===== config.mk =====
export PLATFORM = sky130hd
export DESIGN_NAME = rf_wb_queue
export DESIGN_NICKNAME = d
export VERILOG_FILES = /design/src/rtl/rf_wb_queue.sv
export SDC_FILE = /design/constraint.sdc
export NUM_CORES = 1
export LEC_CHECK = 0
export BUFFER_PORTS_ARGS = -buffer_cell sky130_fd_sc_hd__buf_4
export CAP_MARGIN = 15
export CORE_ASPECT_RATIO = 1.1
export CORE_MARGIN = 1.5
export CORE_UTILIZATION = 55
export DETAILED_ROUTE_END_ITERATION = 8
export PLACE_DENSITY = 0.78
export SYNTH_ARGS = -nofsm -noshare
export SYNTH_HDL_FRONTEND = slang
export SYNTH_SLANG_ARGS = --single-unit

===== constraint.sdc =====
create_clock -name clk -period 11.5 [get_ports clk]
set_input_delay 1.15 -clock clk [delete_from_list [all_inputs] [get_ports clk]]
set_output_delay 1.15 -clock clk [all_outputs]
set_load 0.05 [all_outputs]

===== src/rtl/rf_wb_queue.sv =====
// rf_wb_queue: in-order write-back queue in front of the register-file write port.
// Producers push {rdc,data}; one entry drains per cycle into the register file.
// Two combinational lookups expose the youngest pending value per register to decode.
module rf_wb_queue #(
   parameter int DEPTH = 4,
   parameter int AW    = 2
) (
   input  logic          clk,
   input  logic          reset,
   input  logic          ena,
   input  logic          wb_valid,
   output logic          wb_ready,
   input  logic [4:0]    wb_rdc,
   input  logic [31:0]   wb_data,
   input  logic          rf_hold,
   output logic          RF_w,
   output logic [4:0]    rdc,
   output logic [31:0]   rd,
   input  logic [4:0]    fw_rsc,
   output logic          fw_rs_hit,
   output logic [31:0]   fw_rs,
   input  logic [4:0]    fw_rtc,
   output logic          fw_rt_hit,
   output logic [31:0]   fw_rt,
   output logic [AW:0]   count
);

   localparam logic [AW:0] FULL = (AW+1)'(DEPTH);

   logic [AW-1:0]    wr_ptr;
   logic [AW-1:0]    rd_ptr;
   logic [DEPTH-1:0] ent_vld;
   logic [4:0]       ent_rdc  [DEPTH];
   logic [31:0]      ent_data [DEPTH];

   logic push_acc;
   logic do_store;

   // Ready is held low while reset is asserted; full is judged by count only.
   assign wb_ready = reset && ena && (count != FULL);
   assign push_acc = wb_valid && wb_ready;
   // Writes to r0 complete the handshake but are discarded.
   assign do_store = push_acc && (wb_rdc != 5'd0);

   // Head entry is presented straight from registers so it is stable all cycle.
   assign RF_w = ena && !rf_hold && (count != '0);
   assign rdc  = RF_w ? ent_rdc[rd_ptr]  : 5'd0;
   assign rd   = RF_w ? ent_data[rd_ptr] : 32'd0;

   // Control state: pointers, occupancy and per-entry valid bits.
   always_ff @(posedge clk or negedge reset) begin
      if (!reset) begin
         wr_ptr  <= '0;
         rd_ptr  <= '0;
         count   <= '0;
         ent_vld <= '0;
      end else begin
         if (RF_w) begin
            rd_ptr          <= rd_ptr + 1'b1;
            ent_vld[rd_ptr] <= 1'b0;
         end
         if (do_store) begin
            wr_ptr          <= wr_ptr + 1'b1;
            ent_vld[wr_ptr] <= 1'b1;
         end
         case ({do_store, RF_w})
            2'b10:   count <= count + 1'b1;
            2'b01:   count <= count - 1'b1;
            default: count <= count;
         endcase
      end
   end

   // Payload storage; only ever read through valid entries, so no reset needed.
   always_ff @(posedge clk) begin
      if (do_store) begin
         ent_rdc[wr_ptr]  <= wb_rdc;
         ent_data[wr_ptr] <= wb_data;
      end
   end

   // rs lookup: scan oldest to youngest so the youngest match is the one kept.
   always_comb begin : fw_rs_search
      logic [AW-1:0] idx;
      fw_rs_hit = 1'b0;
      fw_rs     = 32'd0;
      idx       = '0;
      for (int i = 0; i < DEPTH; i++) begin
         idx = rd_ptr + AW'(i);
         if (ent_vld[idx] && (ent_rdc[idx] == fw_rsc) && (fw_rsc != 5'd0)) begin
            fw_rs_hit = 1'b1;
            fw_rs     = ent_data[idx];
         end
      end
   end

   // rt lookup: same search as rs on the second query port.
   always_comb begin : fw_rt_search
      logic [AW-1:0] idx;
      fw_rt_hit = 1'b0;
      fw_rt     = 32'd0;
      idx       = '0;
      for (int i = 0; i < DEPTH; i++) begin
         idx = rd_ptr + AW'(i);
         if (ent_vld[idx] && (ent_rdc[idx] == fw_rtc) && (fw_rtc != 5'd0)) begin
            fw_rt_hit = 1'b1;
            fw_rt     = ent_data[idx];
         end
      end
   end

endmodule


==> summary.txt, run 1 <==
CTS
  • TritonCTS Sinks: 159
  • CTS Hold Bufs: 0
  • Setup bufs post-CTS: 0
  • CTS clock-pin slew for the worst setup and hold paths: 0.06 ns
  • Max H-tree Level: 4
  • Post-CTS Resized: 0
  • TritonCTS Buffers: 17
  • Clk_lat worst skew: 0.43 ns
  • Clock tree buffer depth: 2
  • CTS tree: yes
  • Root Buffer: clkbuf_16

Worst setup path
  • CP required: 10.35 ns
  • Worst setup path endpoint: fw_rs[16]
  • Crit-path max FO: 41
  • CP arrival: 5.69 ns
  • CP Launch Point: rd_ptr[0]$_DFFE_PN0N_
  • Worst Setup End Kind: primary output
  • Worst reg2reg path endpoint: ent_vld[1]$_DFF_PN0_
  • CP Launch Type: flip-flop
  • Reg2reg start: rd_ptr[0]$_DFFE_PN0N_
  • Crit Path Class: flip-flop to primary output
  • R2R setup slack: 8.42 ns
  • R2r worst-path depth: 5

Routing
  • DR vias: 9390
  • Vias/cell: 6.693
  • Remaining DRCs: 0
  • Detail Route Antenna Nets: 0
  • Routed wire length: 33680 um
  • DRT iter0 DRCs: 1100
  • First-pass DRT Iterations: 6
  • WL/cell: 24.00 um

Cells and area
  • Layout area overhead: 15.42%
  • Final net count: 1162
  • Cell Count, Final, Fillers Out: 1403
  • Inserted Diodes: 0
  • Fraction of layout cells with a size suffix above 1: 0.3549

Global routing
  • Total Routing Usage GR: 0.3059
  • First-pass GRT wire length: 51860 um
  • Vias in the first global route: 9409
  • Initial antenna violation count: 0
  • Grt total ovfl: 0
  • Largest net degree at the start of global routing: 70

Logic synthesis
  • Post-synthesis adder-cell area fraction: 0.01116
  • Cell variety after synth: 57
  • Post-synthesis cell count: 1000
  • EDFF count, synth: 148
  • Syn avg cell area: 11.88 um^2
  • Flops & latches, synth: 159
  • Simple-Gate Fraction of Synth Area: 0.09846
  • Fraction of registers with async set/reset: 0.06918
  • Synth warn: 0
  • XOR/XNOR Fraction of Synth Area: 0.03243
  • Largest family of logic cells by synthesized area: multiplexers
  • Synth Flop Type: edfxtp_1
  • Post-synthesis sequential area ratio: 0.3972
  • Post-synth net total: 1062
  • Post-synthesis mux area share: 0.2711
  • Mapped Area: 0.01188 mm^2
  • Post-synthesis compound-gate area fraction: 0.1394

Power
  • Leakage power: 0.005239 uW
  • Peak VDD IR: 0.2040 mV
  • Cell Pwr Density: 261.9 mW/mm^2

Floorplanning
  • Die height: 157.2 um
  • Initial core utilization: 0.5596
  • I/O pins: 160
  • Die area: 0.02249 mm^2
  • Chip Width: 143.1 um
  • Row count: 56
  • Core Region: 0.02123 mm^2

Placed design
  • Post-Place Cells: 1370
  • Port Buffer Count: 159
  • Final HPWL DP: 21320 um
  • GPL Wtd Cong: 0.9120

Outcome
  • Status: complete, no violations

Timing
  • Slew HR: 0.1755
  • RSZ-0062 raised after global routing: false
  • Final Setup Violations: 0
  • Final cycle utilization of the critical path: 0.5946
  • Final min period: 6.838 ns
  • Max Freq: 0.1462 GHz
  • Hold Vio Cnt, Final: 0
  • Slew @ Worst Pin: 1.235 ns
  • WHS: 0.5628 ns
  • Pins over their slew limit: 0
  • Setup tns final: 0 ns
  • Max Clock Skew: 0.006741 ns

Min path
  • Worst hold path class: input port to async pin

Flow run
  • MaxCap Viol Count: 0
metrics by stage:
stage                 util  power, uW  setup WS [ns]  cell area [um^2]
floorplan                -       2550          5.431             11880
global placement    0.6194       3007          5.432             13150
detailed placement  0.6194       3037          5.304             13150
CTS                 0.6452       3570          4.859             13700
global route        0.6459       3766          4.381             13710
finish              0.6459       3591          4.662             13710
layout by cell type, fill, tap and decap left out, types with 20 or more instances in the layout:
cell / n
mux4_2: 81
xnor2_1: 27
edfxtp_1: 148
a21oi_1: 54
o21ai_0: 23
buf_4: 176
mux2_2: 49
nand3_1: 26
inv_1: 35
nor2_1: 64
nand2_1: 59
mux2i_1: 66
and3_1: 20
or3_1: 23
o211ai_2: 21
area by class of cell:
class,instances,area [um^2]
inverter,36,135.1
clock inverter,14,118.9
tap,290,362.8
multi-input combinational,709,6606
clock buffer,18,429.2
timing repair buffer,177,1336
sequential,159,4725
fill,1612,7517
where the power goes:
part / internal (uW) / switching (uW)
Combinational: 919 / 1390
Clock: 297 / 232
Sequential: 684 / 71.8
cells in the mapped netlist, types with 9 or more instances:
library cell / number / area share
xor2_1: 17 / 0.013
nand2_1: 59 / 0.019
nor2_1: 66 / 0.021
buf_1: 12 / 0.0038
and3_1: 20 / 0.011
a211oi_1: 12 / 0.0076
inv_1: 35 / 0.011
o211ai_2: 21 / 0.022
o21a_1: 11 / 0.0070
nand3_1: 26 / 0.011
mux2_2: 49 / 0.046
and2_1: 11 / 0.0058
a22o_1: 10 / 0.0074
o221ai_1: 10 / 0.0074
a21oi_1: 54 / 0.023
edfxtp_1: 148 / 0.37
xnor2_1: 27 / 0.020
nor3_1: 14 / 0.0059
o31a_1: 16 / 0.012
a211oi_2: 16 / 0.017
o22ai_1: 10 / 0.0053
clkbuf_1: 52 / 0.016
mux2i_1: 66 / 0.056
ha_1: 9 / 0.0095
mux4_2: 81 / 0.15
buf_2: 24 / 0.010
o21ai_0: 23 / 0.0097
dfrtp_1: 11 / 0.023
or3_1: 23 / 0.012
worst max-delay path: stages, from the launching register on:
cell and delay [ns]:
dfrtp_4 0.84, inv_1 0.25, ha_4 0.62, mux4_2 0.60
a211oi_1 0.23, o21a_1 0.97, nand4_1 0.85, o221ai_1 0.46
a22o_1 0.21, buf_4 0.21
registers in the layout, indices dropped and copies added (netlist names):
| signal | flops |
|---|---|
| ent_vld | 4 |
| ent_rdc | 20 |
| rd_ptr | 2 |
| count | 3 |
| ent_data | 128 |
| wr_ptr | 2 |
cells by family (layout without fill, tap and decap cells):
kind of cell,after synthesis,in the layout
buffers and inverters,132,245
adder cells (fa/ha/maj),10,10
flip-flops,159,159
AND/OR/NAND/NOR,241,241
multiplexers,203,203
XOR/XNOR,44,44
AO/OA/AOI/OAI,211,211
worst min-delay path by stage:
stage / slack, ns / cells after the start / startpoint / to
4_1_cts: 0.56 / 1 / reset / count[0]$_DFFE_PN0P_
3_5_place_dp: 0.55 / 1 / ent_vld[3]$_DFF_PN0_ / ent_vld[3]$_DFF_PN0_
2_1_floorplan: 0.49 / 1 / ent_vld[0]$_DFF_PN0_ / ent_vld[0]$_DFF_PN0_
5_1_grt: 0.57 / 1 / reset / count[0]$_DFFE_PN0P_
3_3_place_gp: 0.52 / 1 / ent_vld[3]$_DFF_PN0_ / ent_vld[3]$_DFF_PN0_
6_report: 0.56 / 1 / reset / count[0]$_DFFE_PN0P_
routing by layer:
metal,global-route usage,part of all wire,up-vias
met3,0.05993,0.089,89
li1,-,-,4106
met1,0.3975,0.39,4643
met5,0,0,-
met2,0.5026,0.49,552
met4,0.1286,0.030,0
(Power assumes the default switching activity.)
==> run 2: changes to the inputs <==
==> constraint.sdc (replaced) <==
create_clock -name clk -period 6.3 [get_ports clk]
set_input_delay 0.63 -clock clk [delete_from_list [all_inputs] [get_ports clk]]
set_output_delay 0.63 -clock clk [all_outputs]
set_load 0.05 [all_outputs]
==> run 2 against run 1 <==
Clock skew rose by 0.0018 ns. Core utilization grew 0.27 points. Sequential power rose by 83%. Routed wire length down 2.5%. Sequential cell count did not move. Register-to-register slack worse by 4.9 ns. Worst setup slack got worse by 3.9 ns. Clock power grew 88%. First-iteration DRC count down 13%. Design area rose by 0.41%. Cell count up 0.14%. Global-route usage is 0.52 points lower. Critical path type unchanged. Critical endpoint is now fw_rs[31]. Largest cell class unchanged.
==> summary.txt, run 2 (synthesized netlist as in run 1, its figures left out) <==
Worst setup path
  • CP required: 5.67 ns (was 10.35 ns)
  • CP Launch Type: flip-flop (unchanged)
  • Crit Path Class: flip-flop to primary output (unchanged)
  • Worst path max stage delay: 1.00 ns (was 0.97 ns)
  • Worst Setup End Kind: primary output (unchanged)
  • Crit-path slowest cell: nor2_2 (was o21a_1)
  • Crit-path max FO: 42 (was 41)
  • CP arrival: 4.94 ns (was 5.69 ns)
  • Buf+Inv Stages, Crit Path: 2 (unchanged)
  • CP delay by family, top: simple AND/OR/NAND/NOR gates (was compound AO/OA/AOI/OAI gates)
  • Worst path cell trace: inv_1 -> ha_4 -> mux4_2 -> xnor2_1 -> nand4_1 -> nor2_2 -> a21oi_1 -> o211ai_1 -> buf_4 (was inv_1 -> ha_4 -> mux4_2 -> a211oi_1 -> o21a_1 -> nand4_1 -> o221ai_1 -> a22o_1 -> buf_4)

Global routing
  • Grt total ovfl: 0 (unchanged)
  • Total Routing Usage GR: 0.3007 (was 0.3059)
  • Vias in the first global route: 9436 (was 9409)
  • Initial antenna violation count: 1 (was 0)
  • Largest net degree at the start of global routing: 119 (was 70)
  • First-pass GRT wire length: 51010 um (was 51860 um)

Routing
  • Routed wire length: 32840 um (was 33680 um)
  • DR vias: 9493 (was 9390)
  • Remaining DRCs: 0 (unchanged)
  • Detail Route Antenna Nets: 0 (unchanged)
  • Vias/cell: 6.757 (was 6.693)
  • DRT iter0 DRCs: 954 (was 1100)
  • WL/cell: 23.38 um (was 24.00 um)
  • First-pass DRT Iterations: 5 (was 6)

Timing
  • Final min period: 5.572 ns
  • Max Clock Skew: 0.008533 ns (was 0.006741 ns)
  • Final cycle utilization of the critical path: 0.8844
  • RSZ-0062 raised after global routing: false (unchanged)
  • Worst Setup Slack, final: 0.7282 ns (was 4.662 ns)
  • Slew @ Worst Pin: 1.268 ns (was 1.235 ns)
  • Final Setup Violations: 0 (unchanged)
  • Slew HR: 0.1538 (was 0.1755)
  • Hold Vio Cnt, Final: 0 (unchanged)
  • Setup tns final: 0 ns (unchanged)
  • Max Freq: 0.1795 GHz
  • Pins over their slew limit: 0 (unchanged)

Min path
  • Worst hold path class: input port to async pin (unchanged)

Power
  • Peak VDD IR: 0.3441 mV (was 0.2040 mV)
  • Logic gate share of total power: 0.640 (was 0.642)
  • Reg power frac: 0.209 (was 0.210)
  • Power share of the clock group: 0.151 (was 0.147)
  • Sw power: 3096 uW (was 1691 uW)
  • Cell Pwr Density: 478.7 mW/mm^2 (was 261.9 mW/mm^2)
  • Switching Share: 0.4697 (was 0.4710)
  • Leakage power: 0.005276 uW (was 0.005239 uW)
  • Int Pwr: 3496 uW (was 1899 uW)

Outcome
  • Status: complete, no violations (unchanged)

Cells and area
  • Inserted Diodes: 0 (unchanged)
  • Layout area overhead: 15.89% (was 15.42%)
  • Largest Register: ent_data (unchanged)
  • Most common cell after layout, fill and taps aside: buf_4 (unchanged)
  • Biggest regs: ent_data: 128 flops, ent_rdc: 20 flops, ent_vld: 4 flops (unchanged)
  • Fraction of layout cells with a size suffix above 1: 0.3578 (was 0.3549)
  • Most frequent cells in the layout: 178 x buf_4, 148 x edfxtp_1, 81 x mux4_2 (was 176 x buf_4, 148 x edfxtp_1, 81 x mux4_2)
  • Final net count: 1164 (was 1162)
  • Final core utilization: 0.6486 (was 0.6459)
  • Largest register FFs: 128 (unchanged)

CTS
  • TritonCTS Sinks: 159 (unchanged)
  • Clock tree buffer depth: 2 (unchanged)
  • Max H-tree Level: 4 (unchanged)
  • TritonCTS Buffers: 17 (unchanged)
  • CTS Hold Bufs: 0 (unchanged)
  • CTS tree: yes (unchanged)
  • Root Buffer: clkbuf_16 (unchanged)
  • Setup bufs post-CTS: 0 (unchanged)
  • Clk_lat worst skew: 0.43 ns (about the same)
  • Post-CTS Resized: 0 (unchanged)
  • CTS clock-pin slew for the worst setup and hold paths: 0.07 ns (was 0.06 ns)

Floorplanning
  • Die area: 0.02249 mm^2 (unchanged)
  • Row count: 56 (unchanged)
  • I/O pins: 160 (unchanged)
  • Chip Width: 143.1 um (unchanged)
  • Initial core utilization: 0.5596 (unchanged)
  • Core Region: 0.02123 mm^2 (unchanged)
  • Die height: 157.2 um (unchanged)

Placed design
  • GPL Wtd Cong: 0.9027 (was 0.9120)
  • Final HPWL DP: 21180 um (was 21320 um)
  • Port Buffer Count: 159 (unchanged)
  • Pre-CTS setup slack: 1.275 ns (was 5.304 ns)

Flow run
  • MaxCap Viol Count: 0 (unchanged)
run 2: power groups by stage:
stage               clock network (uW)  logic (uW)  registers (uW)
floorplan                            0        3300            1350
global placement                     0        4110            1390
detailed placement                   0        4150            1400
CTS                               1000        4190            1380
global route                      1040        4480            1400
finish                             996        4220            1380
run 2: routing by layer:
| layer | track usage | wire, um | vias to the layer above |
|---|---|---|---|
| met2 | 0.4898 | 15920 | 544 |
| met4 | 0.1615 | 1391 | 2 |
| li1 | - | - | 4106 |
| met1 | 0.3877 | 13010 | 4713 |
| met5 | 0 | 12 | - |
| met3 | 0.04716 | 2508 | 128 |
run 2: final cells by class:
cell class / instances / area, um^2
multi-input combinational: 709 / 6606
inverter: 36 / 135.1
clock buffer: 17 / 425.4
tap: 290 / 362.8
fill: 1563 / 7461
clock inverter: 15 / 158.9
timing repair buffer: 179 / 1356
sequential: 159 / 4725
run 2: worst paths after layout:
kind | cells past startpoint | endpoint | startpoint | slack, ns
worst min-delay path | 1 | count[1]$_DFFE_PN0P_ | reset | 0.03
worst max register to register | 5 | rd_ptr[1]$_DFFE_PN0N_ | rd_ptr[0]$_DFFE_PN0N_ | 3.54
worst min register to register | 1 | ent_vld[1]$_DFF_PN0_ | ent_vld[1]$_DFF_PN0_ | 0.55
min in group clk | 1 | ent_data[3][25]$_DFFE_PP_ | wb_data[25] | 0.39
worst max-delay path | 9 | fw_rs[31] | rd_ptr[0]$_DFFE_PN0N_ | 0.73
max in group asynchronous | 1 | rd_ptr[1]$_DFFE_PN0N_ | reset | 6.08
run 2: per-stage QoR:
| stage | power, uW | hold WS (ns) | cells | area [um^2] |
|---|---|---|---|---|
| after floorplan | 4655 | 0.3344 | 1000 | 11880 |
| after global placement | 5505 | 0.4892 | 1373 | 13190 |
| after detailed placement | 5554 | 0.4877 | 1373 | 13190 |
| after CTS | 6568 | 0.03026 | 1405 | 13770 |
| after global routing | 6918 | 0.03092 | 1405 | 13770 |
| final | 6592 | 0.02789 | 1405 | 13770 |
==> run 3: changes to the inputs <==
--- a/config.mk
+++ b/config.mk
@@ -5,6 +5,7 @@
 export SDC_FILE = /design/constraint.sdc
 export NUM_CORES = 1
 export LEC_CHECK = 0
+export ABC_AREA = 1
 export BUFFER_PORTS_ARGS = -buffer_cell sky130_fd_sc_hd__buf_4
 export CAP_MARGIN = 15
 export CORE_ASPECT_RATIO = 1.1
==> constraint.sdc (replaced) <==
create_clock -name clk -period 5.8 [get_ports clk]
set_input_delay 0.58 -clock clk [delete_from_list [all_inputs] [get_ports clk]]
set_output_delay 0.58 -clock clk [all_outputs]
set_load 0.05 [all_outputs]
==> run 3 against run 2 <==
Combinational power grew 42%. Sequential cell count did not move. Sequential power about the same. Clock skew is essentially flat. Design area is 1.1% higher. Highest routed layer is now met4.
==> summary.txt, run 3 <==
CTS
  • Root Buffer: clkbuf_16 (unchanged)
  • Post-CTS Resized: 0 (unchanged)
  • Max H-tree Level: 4 (unchanged)
  • TritonCTS Buffers: 17 (unchanged)
  • CTS clock-pin slew for the worst setup and hold paths: 0.07 ns (about the same)
  • Clk_lat worst skew: 0.43 ns (about the same)
  • CTS tree: yes (unchanged)
  • Clock tree buffer depth: 2 (unchanged)
  • TritonCTS Sinks: 159 (unchanged)

Floorplanning
  • Core Region: 0.02151 mm^2 (was 0.02123 mm^2)
  • Die area: 0.02304 mm^2 (was 0.02249 mm^2)
  • Row count: 56 (unchanged)
  • Chip Width: 144.9 um (was 143.1 um)
  • Initial core utilization: 0.5661 (was 0.5596)
  • Die height: 159.1 um (was 157.2 um)
  • I/O pins: 160 (unchanged)

Worst setup path
  • CP arrival: 4.87 ns (was 4.94 ns)
  • CP required: 5.22 ns (was 5.67 ns)
  • R2R setup slack: 2.45 ns (was 3.54 ns)
  • Worst reg2reg path endpoint: ent_data[1][20]$_DFFE_PP_ (was rd_ptr[1]$_DFFE_PN0N_)
  • Crit Path Class: flip-flop to primary output (unchanged)
  • Reg2reg start: count[1]$_DFFE_PN0P_ (was rd_ptr[0]$_DFFE_PN0N_)
  • CP Launch Type: flip-flop (unchanged)
  • Crit-path max FO: 87 (was 42)
  • Worst Setup End Kind: primary output (unchanged)
  • R2r worst-path depth: 7 (was 5)

Timing
  • Pins over their slew limit: 0 (unchanged)
  • Slew @ Worst Pin: 1.081 ns (was 1.268 ns)
  • RSZ-0062 raised after global routing: false (unchanged)
  • Slew HR: 0.2774 (was 0.1538)
  • Final Setup Violations: 0 (unchanged)
  • Final cycle utilization of the critical path: 0.9400
  • Setup tns final: 0 ns (unchanged)
  • Max Clock Skew: 0.008586 ns (was 0.008533 ns)
  • Max Freq: 0.1834 GHz
  • Final min period: 5.452 ns
  • Hold Vio Cnt, Final: 0 (unchanged)

Logic synthesis
  • Mapped Area: 0.01218 mm^2 (was 0.01188 mm^2)
  • Post-synthesis sequential area ratio: 0.3875 (was 0.3972)
  • Flops & latches, synth: 159 (unchanged)
  • Commonest cells in the netlist: 507 x nand2_1, 219 x nor2_1, 169 x o21ai_0 (was 148 x edfxtp_1, 81 x mux4_2, 66 x mux2i_1, 66 x nor2_1, 59 x nand2_1)
  • Top-area cell type share of the netlist area: 0.3649 (was 0.3741)
  • EDFF count, synth: 148 (unchanged)
  • Yosys top cell by area: edfxtp_1 (unchanged)
  • Synth warn: 0 (unchanged)
  • Post-synthesis cell count: 1723 (was 1000)
  • Synth area leaders: edfxtp_1 36%, nand2_1 16%, o21ai_0 6.9% (was edfxtp_1 37%, mux4_2 15%, mux2i_1 5.6%)
  • Syn avg cell area: 7.068 um^2 (was 11.88 um^2)
  • Cell variety after synth: 36 (was 57)
  • Top-count cell post-synth: nand2_1 (was edfxtp_1)
  • Post-synth net total: 1785 (was 1062)
  • Synth Flop Type: edfxtp_1 (unchanged)
  • Fraction of registers with async set/reset: 0.06918 (unchanged)

Placed design
  • Post-placement cell area: 0.01332 mm^2 (was 0.01319 mm^2)
  • Port Buffer Count: 159 (unchanged)
  • Post-Place Cells: 2083 (was 1373)
  • GPL Wtd Cong: 0.9865 (was 0.9027)
  • Final HPWL DP: 24270 um (was 21180 um)

Outcome
  • Status: complete, no violations (unchanged)

Global routing
  • First-pass GRT wire length: 58160 um (was 51010 um)
  • Total Routing Usage GR: 0.3239 (was 0.3007)
  • Largest net degree at the start of global routing: 89 (was 119)
  • Grt total ovfl: 0 (unchanged)
  • Vias in the first global route: 11523 (was 9436)
  • Initial antenna violation count: 0 (was 1)

Min path
  • Hold path endpoint: ent_data[3][7]$_DFFE_PP_
  • Hold depth: 1
  • Hold Crit Start: wb_data[7]
  • Worst hold path class: input port to flip-flop (was input port to async pin)

Cells and area
  • Biggest regs: ent_data: 128 flops, ent_rdc: 20 flops, ent_vld: 4 flops (unchanged)
  • Post-route cell area: 0.01393 mm^2 (was 0.01377 mm^2)
  • Filler cell count in the final layout: 1912 (was 1563)
  • Final core utilization: 0.6475 (was 0.6486)
  • Final net count: 1875 (was 1164)
  • Layout area overhead: 14.36% (was 15.89%)
  • Most frequent cells in the layout: 507 x nand2_1, 215 x nor2_1, 176 x buf_4 (was 178 x buf_4, 148 x edfxtp_1, 81 x mux4_2)
  • Largest Register: ent_data (unchanged)
  • Cell Count, Final, Fillers Out: 2116 (was 1405)
  • Fraction of layout cells with a size suffix above 1: 0.1588 (was 0.3578)
  • Most common cell after layout, fill and taps aside: nand2_1 (was buf_4)
  • Largest register FFs: 128 (unchanged)
  • Inserted Diodes: 0 (unchanged)

Routing
  • Vias/cell: 5.698 (was 6.757)
  • Remaining DRCs: 0 (unchanged)
  • First-pass DRT Iterations: 6 (was 5)
  • Detail Route Antenna Nets: 0 (unchanged)
  • DRT iter0 DRCs: 1438 (was 954)
  • WL/cell: 17.22 um (was 23.38 um)
  • Routed wire length: 36450 um (was 32840 um)
  • DR vias: 12057 (was 9493)

Power
  • Logic gate share of total power: 0.701 (was 0.640)
  • Switching Share: 0.5728 (was 0.4697)
  • Cell Pwr Density: 613.7 mW/mm^2 (was 478.7 mW/mm^2)
  • Peak VDD IR: 0.4784 mV (was 0.3441 mV)
  • Sw power: 4896 uW (was 3096 uW)
  • Reg power frac: 0.165 (was 0.209)
  • Power share of the clock group: 0.135 (was 0.151)
  • Int Pwr: 3651 uW (was 3496 uW)
  • Leakage power: 0.006430 uW (was 0.005276 uW)

Flow run
  • MaxCap Viol Count: 0 (unchanged)
[run 3: worst max path at each step]
stage / startpoint / to / slack, ns / cells past startpoint
2_1_floorplan: count[1]$_DFFE_PN0P_ / ent_data[0][0]$_DFFE_PP_ / 1.45 / 6
3_3_place_gp: rd_ptr[0]$_DFFE_PN0N_ / fw_rs[25] / 1.03 / 14
3_5_place_dp: rd_ptr[0]$_DFFE_PN0N_ / fw_rs[9] / 0.96 / 14
4_1_cts: rd_ptr[0]$_DFFE_PN0N_ / fw_rs[25] / 0.46 / 14
5_1_grt: rd_ptr[0]$_DFFE_PN0N_ / fw_rt[2] / 0.04 / 15
6_report: rd_ptr[0]$_DFFE_PN0N_ / fw_rt[2] / 0.35 / 15
[run 3: worst max-delay path: stages, from the launching register on]
cell and delay, ns:
dfrtp_4 0.41, buf_4 0.78, buf_4 0.84, nand2_1 0.18, nand3_1 0.14, nand2_1 0.08, nor2_1 0.09, nand2_1 0.09
nor2_4 0.32, nand3_4 0.59, nor2_1 0.32, nor2_1 0.08, nand2_1 0.09, nand2_1 0.05, nand2_1 0.10, buf_4 0.21
[run 3: repair_timing]
action / in CTS / in global routing
setup buffers: 0 / 0
hold endpoints to repair: 11 / 0
setup endpoints to repair: 0 / 0
hold buffers: 1 / 0
[run 3: layout make-up]
class / instances / area, um^2 / share of cell area
Multi-Input combinational cell: 1317 / 6382 / 0.4583
Sequential cell: 159 / 4725 / 0.3392
Timing Repair Buffer: 177 / 1331 / 0.09559
Inverter: 141 / 530.5 / 0.03809
Clock buffer: 18 / 429.2 / 0.03081
Tap cell: 290 / 362.8 / 0.02605
Clock inverter: 14 / 166.4 / 0.01195
[run 3: cells by family (layout without fill, tap and decap cells)]
| group | Yosys count | after routing | share of synthesized area |
|---|---|---|---|
| AND/OR/NAND/NOR | 939 | 939 | 0.3279 |
| AO/OA/AOI/OAI | 296 | 296 | 0.1242 |
| multiplexers | 63 | 63 | 0.05178 |
| adder cells (fa/ha/maj) | 10 | 10 | 0.01089 |
| flip-flops | 159 | 159 | 0.3875 |
| buffers and inverters | 247 | 350 | 0.09124 |
| XOR/XNOR | 9 | 9 | 0.006473 |
[run 3: per-layer routing]
| metal | routed length (um) | vias to the layer above | part of all wire | GRT usage |
|---|---|---|---|---|
| li1 | - | 5803 | - | - |
| met5 | 0 | - | 0 | 0 |
| met2 | 17160 | 630 | 0.47 | 0.5260 |
| met1 | 14660 | 5515 | 0.40 | 0.4156 |
| met3 | 3226 | 109 | 0.089 | 0.05504 |
| met4 | 1404 | 0 | 0.039 | 0.1584 |
[run 3: metrics by stage]
step	setup WS (ns)	hold slack (ns)	power [uW]
4_1_cts	0.4632	0.3390	8477
2_1_floorplan	1.452	0.2844	5955
5_1_grt	0.03687	0.3375	9154
3_5_place_dp	0.9631	0.4281	7321
3_3_place_gp	1.032	0.4289	7236
6_report	0.3480	0.3463	8547
[run 3: power by group through the flow]
stage | logic [uW] | registers [uW] | clock network, uW
after global routing | 6540 | 1420 | 1200
after detailed placement | 5890 | 1430 | 0
final | 5990 | 1410 | 1150
after floorplan | 4500 | 1460 | 0
after global placement | 5810 | 1430 | 0
after CTS | 5920 | 1410 | 1150
